[config.mk]
export PLATFORM = sky130hd
export DESIGN_NAME = ctrl_pipe_m
export DESIGN_NICKNAME = d
export VERILOG_FILES = /design/src/rtl/ctrl_pkg.sv /design/src/rtl/md_seq.sv /design/src/rtl/ctrl_pipe_m.sv
export SDC_FILE = /design/constraint.sdc
export NUM_CORES = 1
export LEC_CHECK = 0
export BUFFER_PORTS_ARGS = -buffer_cell sky130_fd_sc_hd__clkbuf_2
export CELL_PAD_IN_SITES_DETAIL_PLACEMENT = 0
export CELL_PAD_IN_SITES_GLOBAL_PLACEMENT = 1
export CORE_UTILIZATION = 41
export DETAILED_ROUTE_END_ITERATION = 8
export GPL_TIMING_DRIVEN = 0
export PLACE_DENSITY_LB_ADDON = 0.05
export SLEW_MARGIN = 10
export SYNTH_ARGS = -nofsm -noshare
export SYNTH_HDL_FRONTEND = slang
export SYNTH_HIERARCHICAL = 1
export SYNTH_SLANG_ARGS = --single-unit
[constraint.sdc]
create_clock -name clk -period 5.27 [get_ports clk]
set_input_delay 1.054 -clock clk [delete_from_list [all_inputs] [get_ports clk]]
set_output_delay 1.054 -clock clk [all_outputs]
set_load 0.01 [all_outputs]
[src/rtl/ctrl_pkg.sv]
// ctrl_pkg: opcodes, ALU codes, result-select encoding and control types shared by the control pipeline
package ctrl_pkg;
    localparam logic [6:0] OP_LOAD  = 7'b0000011;
    localparam logic [6:0] OP_STORE = 7'b0100011;
    localparam logic [6:0] OP_R     = 7'b0110011;
    localparam logic [6:0] OP_I     = 7'b0010011;
    localparam logic [6:0] OP_BR    = 7'b1100011;
    localparam logic [6:0] OP_JAL   = 7'b1101111;
    localparam logic [6:0] OP_JALR  = 7'b1100111;
    localparam logic [6:0] OP_LUI   = 7'b0110111;
    localparam logic [6:0] OP_AUIPC = 7'b0010111;
    localparam logic [3:0] ALU_ADD  = 4'b0000;
    localparam logic [3:0] ALU_SUB  = 4'b0001;
    localparam logic [3:0] ALU_AND  = 4'b0010;
    localparam logic [3:0] ALU_OR   = 4'b0011;
    localparam logic [3:0] ALU_XOR  = 4'b0100;
    localparam logic [3:0] ALU_SLT  = 4'b0101;
    localparam logic [3:0] ALU_SLL  = 4'b0110;
    localparam logic [3:0] ALU_SRL  = 4'b0111;
    localparam logic [3:0] ALU_SRA  = 4'b1000;
    localparam logic [3:0] ALU_SLTU = 4'b1001;
    localparam logic [1:0] RES_ALU  = 2'b00;
    localparam logic [1:0] RES_MEM  = 2'b01;
    localparam logic [1:0] RES_PC4  = 2'b10;
    localparam logic [1:0] RES_MD   = 2'b11;
    localparam logic [2:0] IMM_I    = 3'd0;
    localparam logic [2:0] IMM_S    = 3'd1;
    localparam logic [2:0] IMM_B    = 3'd2;
    localparam logic [2:0] IMM_J    = 3'd3;
    localparam logic [2:0] IMM_U    = 3'd4;
    typedef enum logic {IDLE, BUSY} md_state_t;
    typedef struct packed {
        logic       regwrite;
        logic [1:0] resultsrc;
        logic       memwrite;
        logic       jump;
        logic       jalr;
        logic       branch;
        logic [3:0] alucontrol;
        logic       alusrca;
        logic       alusrcb;
        logic       md;
    } ctrl_t;
    function automatic logic [3:0] alu_dec(input logic [2:0] f3, input logic sub, input logic sra);
        case (f3)
            3'b000:  return sub ? ALU_SUB : ALU_ADD;
            3'b001:  return ALU_SLL;
            3'b010:  return ALU_SLT;
            3'b011:  return ALU_SLTU;
            3'b100:  return ALU_XOR;
            3'b101:  return sra ? ALU_SRA : ALU_SRL;
            3'b110:  return ALU_OR;
            default: return ALU_AND;
        endcase
    endfunction
endpackage

[src/rtl/md_seq.sv]
// md_seq: mul/div sequencer that pulses start and stalls the pipe while an M-op occupies Execute
module md_seq import ctrl_pkg::*; #(
    parameter int MUL_LAT = 2,
    parameter int DIV_LAT = 34
) (
    input  logic clk,
    input  logic reset,
    input  logic md,
    input  logic div,
    input  logic flush,
    output logic start,
    output logic busy
);
    localparam int CW = $clog2(65);
    md_state_t state;
    logic [CW-1:0] cnt;
    logic [CW-1:0] lat;
    logic multi;
    assign lat = div ? CW'(DIV_LAT) : CW'(MUL_LAT);
    assign multi = |lat[CW-1:1];
    assign start = state == IDLE && md && !flush;
    // the first Execute cycle already counts, so BUSY only covers the remaining LAT-1
    assign busy = state == IDLE ? md && multi : cnt != '0;
    always_ff @(posedge clk) begin
        if (reset || flush) begin
            state <= IDLE;
            cnt <= '0;
        end else if (state == IDLE) begin
            if (md && multi) begin
                state <= BUSY;
                cnt <= lat - CW'(2);
            end
        end else if (cnt == '0) state <= IDLE;
        else cnt <= cnt - CW'(1);
    end
endmodule

[src/rtl/ctrl_pipe_m.sv]
// ctrl_pipe_m: RV32I(+M) decode and D->E->M->W control pipeline with a mul/div stall sequencer
module ctrl_pipe_m import ctrl_pkg::*; #(
    parameter int EN_M    = 1,
    parameter int MUL_LAT = 2,
    parameter int DIV_LAT = 34
) (
    input  logic       clk,
    input  logic       reset,
    input  logic [6:0] op,
    input  logic [2:0] funct3,
    input  logic       funct7b5,
    input  logic       funct7b0,
    input  logic       zeroE,
    input  logic       ltE,
    input  logic       ltuE,
    input  logic       flushE,
    output logic [2:0] immsrcD,
    output logic       illegalD,
    output logic [3:0] alucontrolE,
    output logic       alusrcAE,
    output logic       alusrcBE,
    output logic       jumpE,
    output logic       jalrE,
    output logic       pcsrcE,
    output logic       resultsrcE0,
    output logic       mdstartE,
    output logic       mdbusyE,
    output logic [2:0] mdopE,
    output logic       memwriteM,
    output logic       regwriteM,
    output logic [2:0] funct3M,
    output logic       regwriteW,
    output logic [1:0] resultsrcW
);
    ctrl_t d, e;
    logic [2:0] f3e;
    logic [1:0] rsm;
    logic mop, taken;
    always_comb begin
        d = '0;
        immsrcD = IMM_I;
        illegalD = 1'b0;
        mop = op == OP_R && funct7b0 && !funct7b5;
        if (op == OP_LOAD) begin
            d.regwrite = 1'b1;
            d.resultsrc = RES_MEM;
            d.alusrcb = 1'b1;
        end else if (op == OP_STORE) begin
            d.memwrite = 1'b1;
            d.alusrcb = 1'b1;
            immsrcD = IMM_S;
        end else if (op == OP_R && !funct7b0) begin
            d.regwrite = 1'b1;
            d.alucontrol = alu_dec(funct3, funct7b5, funct7b5);
        end else if (mop && EN_M != 0) begin
            d.regwrite = 1'b1;
            d.resultsrc = RES_MD;
            d.md = 1'b1;
        end else if (op == OP_I) begin
            d.regwrite = 1'b1;
            d.alusrcb = 1'b1;
            d.alucontrol = alu_dec(funct3, 1'b0, funct7b5);
        end else if (op == OP_BR) begin
            d.branch = 1'b1;
            d.alucontrol = ALU_SUB;
            immsrcD = IMM_B;
        end else if (op == OP_JAL) begin
            d.regwrite = 1'b1;
            d.resultsrc = RES_PC4;
            d.jump = 1'b1;
            immsrcD = IMM_J;
        end else if (op == OP_JALR) begin
            d.regwrite = 1'b1;
            d.resultsrc = RES_PC4;
            d.jump = 1'b1;
            d.jalr = 1'b1;
            d.alusrcb = 1'b1;
        end else if (op == OP_LUI) begin
            d.regwrite = 1'b1;
            d.alusrcb = 1'b1;
            immsrcD = IMM_U;
        end else if (op == OP_AUIPC) begin
            d.regwrite = 1'b1;
            d.alusrca = 1'b1;
            d.alusrcb = 1'b1;
            immsrcD = IMM_U;
        end else illegalD = 1'b1;
    end
    // funct3[2] picks the lt/ltu flag, funct3[0] inverts; 010/011 never branch
    assign taken = f3e[2] ? (f3e[1] ? ltuE : ltE) ^ f3e[0] : !f3e[1] && (zeroE ^ f3e[0]);
    assign pcsrcE = (e.branch && taken) || e.jump;
    assign alucontrolE = e.alucontrol;
    assign alusrcAE = e.alusrca;
    assign alusrcBE = e.alusrcb;
    assign jumpE = e.jump;
    assign jalrE = e.jalr;
    assign resultsrcE0 = e.resultsrc[0];
    assign mdopE = f3e;
    md_seq #(.MUL_LAT(MUL_LAT), .DIV_LAT(DIV_LAT)) u_seq (
        .clk(clk),
        .reset(reset),
        .md(e.md),
        .div(f3e[2]),
        .flush(flushE),
        .start(mdstartE),
        .busy(mdbusyE)
    );
    always_ff @(posedge clk) begin
        if (reset || flushE) begin
            e <= '0;
            f3e <= '0;
        end else if (!mdbusyE) begin
            e <= d;
            f3e <= funct3;
        end
        if (reset || mdbusyE) {regwriteM, memwriteM, rsm, funct3M} <= '0;
        else {regwriteM, memwriteM, rsm, funct3M} <= {e.regwrite, e.memwrite, e.resultsrc, f3e};
        if (reset) {regwriteW, resultsrcW} <= '0;
        else {regwriteW, resultsrcW} <= {regwriteM, rsm};
    end
endmodule

==> reports/qor.yml, run 1 <==
final_common_cell: "clkbuf_2"
syn_area_per_cell_um2: 8.85
layout_common_cells: "clkbuf_2 (41), dfxtp_1 (35), nor2_1 (21)"
async_reset_ff_frac: 0
leakage_nw: 0.881
max_freq_mhz: 313
drtAntennaViolNets: 0
grt_pass1_wl_mm: 6.17
syn-num-nets: 217
p_sw_uw: 130
cts.path.max_buffers: 2
first_pass_iters: 4
root_buffer: "clkbuf_8"
worst_pin_slew_ns: 0.569
crit_path_frequent_cell: "clkbuf_2"
clk_pin_slew_worst_paths_ns: 0.07
setup_viol: 0
slowest_delay_ns: 0.36
min_period_ns: 3.20
cp_max_fo: 10
clkLatencyLatePin_ns: 0.29
core_area_um2: 4060
antenna_found_initial: 0
grt_overflow_total: 0
path_class: "primary input to output port"
finalCritPeriodShare: 0.607
place_congestion: 0.858
pwr-share-seq: 0.529
fin_setup_tns_ns: 0
cap_violations: 0
syn2layout_area_growth_pct: 20.1
synth_cells: 198
grt_max_degree: 13
ys_warn_count: 6
slew-limit-headroom: 0.611
drt-wirelength-per-cell_um: 12.9
fin_skew_ns: 0.00527
port_buffers: 40
synth_area_leaders: "dfxtp_1 (40%), nor2_1 (4.5%), mux2i_1 (3.4%), nand2_1 (3.0%), a21oi_1 (2.9%)"
status: "completed"
crit_path_end_kind: "output port"
fillers: 424
finalInstanceArea_um2: 2100
dieArea_um2: 4540
drc: 0
cts_tree: "built"
maxSlewViolCount: 0
grt_usage: 0.184
crit_arrival_ns: 2.14
antenna_cells: 0
die_width_um: 67.4
io_pins: 45
clkPwrFrac: 0.381
vias: 1560
start_util: 0.432
die_h_um: 67.4
htree_levels: 2
num_rows: 23
post_cts_buffers: 0
synthesis.area_um2: 1750
hpwl_mm: 2.95
ys_seq_area_frac: 0.400
hp-class: "flip-flop to flip-flop"
synth_edf_count: 0
place_area_um2: 2010
critPathSlowestCell: "and4_1"
power.share.combinational: 0.090
fin_nets: 264
p_int_uw: 377
ir_drop_uv: 116
grt_pass1_vias: 1354
hold_viol: 0
cts_buffers: 5
power_density_nw_per_um2: 241
multi_input_area_um2: 942
regArea_um2: 701
drt-total-wl_mm: 3.82
drt-initial-drc-count: 71
power_switching_share: 0.256
clock_sinks: 35
drive_gt1_frac: 0.272
crit_chain: "clkbuf_2, buf_1, and4_1, a22o_1, clkbuf_2"
synth.top_cell.area_share: 0.400
synth.distinct_cells: 53
vias_per_cell: 5.27
startpoint_type: "primary input"
synth.largest_area_cell: "dfxtp_1"
ctsResizeCount: 0
ctsHoldBuffers: 0
ys.flop_type: "dfxtp_1"
rsz0062_at_grt: "no"
required_ns: 4.22
ys_seq_elements: 35
cells in the mapped netlist, types with 2 or more instances:
cell type   n
xor2_1      3
buf_2       2
o41ai_1     4
o21ai_0     3
a21o_1      4
clkbuf_1    4
or3_1       3
a21oi_1    10
nor2_1     21
buf_4       6
and3b_1     2
and3_1      2
mux2i_1     6
dfxtp_1    35
nand2_1    14
nor3_1      9
a31oi_1     2
inv_1       7
nand3b_1    3
buf_1       2
nand4b_1    2
nor2b_1     6
and2_1      8
or2_2       2
xnor2_1     2
nand2b_1    4
nand3_1     4
a32oi_1     3
sequential cells by signal (all words and copies together) (netlist names):
register and flops:
alucontrolE 4, alusrcAE 1, alusrcBE 1, e 5, funct3M 3, jalrE 1
jumpE 1, mdopE 3, memwriteM 1, regwriteM 1, regwriteW 1, resultsrcE0 1
resultsrcW 2, rsm 2, u_seq/cnt 7, u_seq/state 1
area by class of cell:
type,count,share of cell area
inverter,7,0.0125
multi-input combinational,141,0.448
clock inverter,3,0.00952
clock buffer,5,0.0327
timing repair buffer,40,0.0952
buffer,15,0.0393
sequential,35,0.333
tap,50,0.0297
worst max-delay path, delay by kind of cell:
family / cells / cell delay [ns]
simple gates: 1 / 0.36
compound gates: 1 / 0.16
buf+inv: 3 / 0.57
final timing paths:
check,startpoint,to,slack (ns),depth (start not counted)
hold / removal,rsm[1],resultsrcW[1],0.45,1
hold reg to reg,rsm[1],resultsrcW[1],0.45,1
setup reg to reg,u_seq/cnt[3],alucontrolE[0],2.88,9
setup / recovery,op[2],immsrcD[0],2.07,5
per-layer routing:
layer | global-route usage | up-vias | part of all wire
met4 | 0.0691 | 0 | 0.012
met1 | 0.234 | 716 | 0.48
met2 | 0.293 | 41 | 0.46
met5 | 0 | - | 0
met3 | 0.0507 | 6 | 0.047
li1 | - | 797 | -
power groups by stage:
stage	combinational [mW]	clock, mW	sequential (mW)
final	0.0458	0.193	0.268
after global routing	0.0510	0.212	0.268
after CTS	0.0464	0.196	0.268
after detailed placement	0.0463	0	0.274
after global placement	0.0452	0	0.274
after floorplan	0.0272	0	0.275
stage by stage:
stage / hold slack (ns) / setup slack (ns) / utilization / power [mW] / instances
after global placement: 0.423 / 2.09 / 0.496 / 0.319 / 288
after floorplan: 0.414 / 2.37 / - / 0.302 / 198
after CTS: 0.455 / 2.08 / 0.518 / 0.511 / 296
after detailed placement: 0.439 / 2.09 / 0.496 / 0.320 / 288
final: 0.446 / 2.07 / 0.518 / 0.507 / 296
after global routing: 0.465 / 1.95 / 0.518 / 0.531 / 296
logic make-up (layout without fill, tap and decap cells):
| group | count (synthesis) | after routing | share of synthesized area |
|---|---|---|---|
| XOR/XNOR | 5 | 5 | 0.0250 |
| buffers and inverters | 22 | 70 | 0.0621 |
| multiplexers | 7 | 7 | 0.0407 |
| AO/OA/AOI/OAI | 39 | 39 | 0.173 |
| adder cells (fa/ha/maj) | 1 | 1 | 0.00714 |
| flip-flops | 35 | 35 | 0.400 |
| AND/OR/NAND/NOR | 89 | 89 | 0.292 |
No activity file was read; power rests on OpenSTA's default activity.
==> run 2, diff against run 1 <==
- CORE_UTILIZATION: 41 -> 35
- clock period: 5.27 -> 2.81 ns (I/O delays scaled with it)
==> reports/qor.yml, run 2 (same netlist as run 1, synthesis figures left out) <==
ctsHoldBuffers: 0
final_common_cell: "clkbuf_2"
grt_usage: 0.159
first_pass_iters: 4
layout_common_cells: "clkbuf_2 (41), dfxtp_1 (35), nor2_1 (21)"
die_width_um: 72.7
drt-total-wl_mm: 3.92
largest_register_ffs: 7
path_class: "flip-flop to flip-flop"
hold_viol: 0
status: "completed"
cts_tree: "built"
grt_pass1_vias: 1413
max_freq_mhz: 415
leakage_nw: 0.882
slew-limit-headroom: 0.609
grt_overflow_total: 0
syn2layout_area_growth_pct: 21.1
crit_arrival_ns: 2.63
total_power_uw: 939
clk_pin_slew_worst_paths_ns: 0.07
required_ns: 3.03
clkLatencyLatePin_ns: 0.28
drt-wirelength-per-cell_um: 12.5
io_pins: 45
fin_setup_tns_ns: 0
die_h_um: 72.7
num_rows: 25
start_util: 0.368
cap_violations: 0
root_buffer: "clkbuf_8"
largest-register: "u_seq/cnt"
rsz0062_at_grt: "no"
hp-class: "flip-flop to flip-flop"
vias: 1553
clock_sinks: 35
cts_buffers: 5
htree_levels: 2
drt-initial-drc-count: 62
crit_path_end_kind: "flip-flop"
drc: 0
min_period_ns: 2.41
power_density_nw_per_um2: 443
drtAntennaViolNets: 0
antenna_found_initial: 0
post_cts_buffers: 0
timing.hold.ws_ns: 0.441
hpwl_mm: 2.99
fillers: 512
drive_gt1_frac: 0.268
fin_skew_ns: 0.00407
cts.path.max_buffers: 2
worst_pin_slew_ns: 0.571
grt_pass1_wl_mm: 6.56
core_area_um2: 4750
startpoint_type: "flip-flop"
place_congestion: 0.873
ir_drop_uv: 206
port_buffers: 40
fin_nets: 264
dieArea_um2: 5290
antenna_cells: 0
ctsResizeCount: 0
maxSlewViolCount: 0
cp_max_fo: 9
vias_per_cell: 4.96
setup_viol: 0
grt_max_degree: 12
finalCritPeriodShare: 0.857
-- run 2: cell types whose count changed in the layout (fill, tap and decap cells not counted), sizes merged --
cell | before | now
clkinvlp | 2 | 1
clkbuf | 50 | 51
-- run 2: critical path: stages (launching register included) --
cell,delay (ns)
dfxtp_1,0.33
or3_1,0.36
clkbuf_2,0.15
o21ai_0,0.26
inv_1,0.12
clkbuf_1,0.24
nand2b_1,0.24
a2111oi_4,0.38
o21ai_1,0.13
a31oi_1,0.14
-- run 2: final timing paths --
check | to | slack (ns) | cells past startpoint | from
worst max-delay path | alucontrolE[0] | 0.40 | 9 | u_seq/cnt[3]
worst min-delay path | resultsrcW[0] | 0.44 | 1 | rsm[0]
worst max register to register | alucontrolE[0] | 0.40 | 9 | u_seq/cnt[3]
worst min register to register | resultsrcW[0] | 0.44 | 1 | rsm[0]
-- run 2: per-stage QoR --
step            util  instance area [µm²]  setup slack (ns)  instances
5_1_grt        0.446                 2120             0.131        313
6_report       0.446                 2120             0.402        313
4_1_cts        0.446                 2120             0.372        313
2_1_floorplan      -                 1750             0.709        198
3_5_place_dp   0.428                 2040             0.382        305
3_3_place_gp   0.428                 2040             0.429        305
-- run 2: report_power, final --
group          switching (mW)  internal, mW  leakage [nW]
registers             0.00325         0.500         0.283
logic                  0.0509        0.0357         0.558
clock network           0.177         0.173        0.0412
-- run 2: final cells by class --
| type | instances | area, µm² | share of cell area |
|---|---|---|---|
| buffer | 15 | 82.6 | 0.0389 |
| clock buffer | 6 | 72.6 | 0.0342 |
| clock inverter | 2 | 12.5 | 0.00590 |
| inverter | 7 | 26.3 | 0.0124 |
| multi-input combinational | 141 | 942 | 0.444 |
| sequential | 35 | 701 | 0.330 |
| tap | 67 | 83.8 | 0.0395 |
| timing repair buffer | 40 | 200 | 0.0944 |
-- run 2: per-layer routing --
| metal | vias to the layer above | track usage | share of wire |
|---|---|---|---|
| li1 | 796 | - | - |
| met2 | 37 | 0.256 | 0.46 |
| met4 | 0 | 0.0523 | 0.012 |
| met3 | 4 | 0.0387 | 0.043 |
| met5 | - | 0 | 0 |
| met1 | 716 | 0.209 | 0.48 |
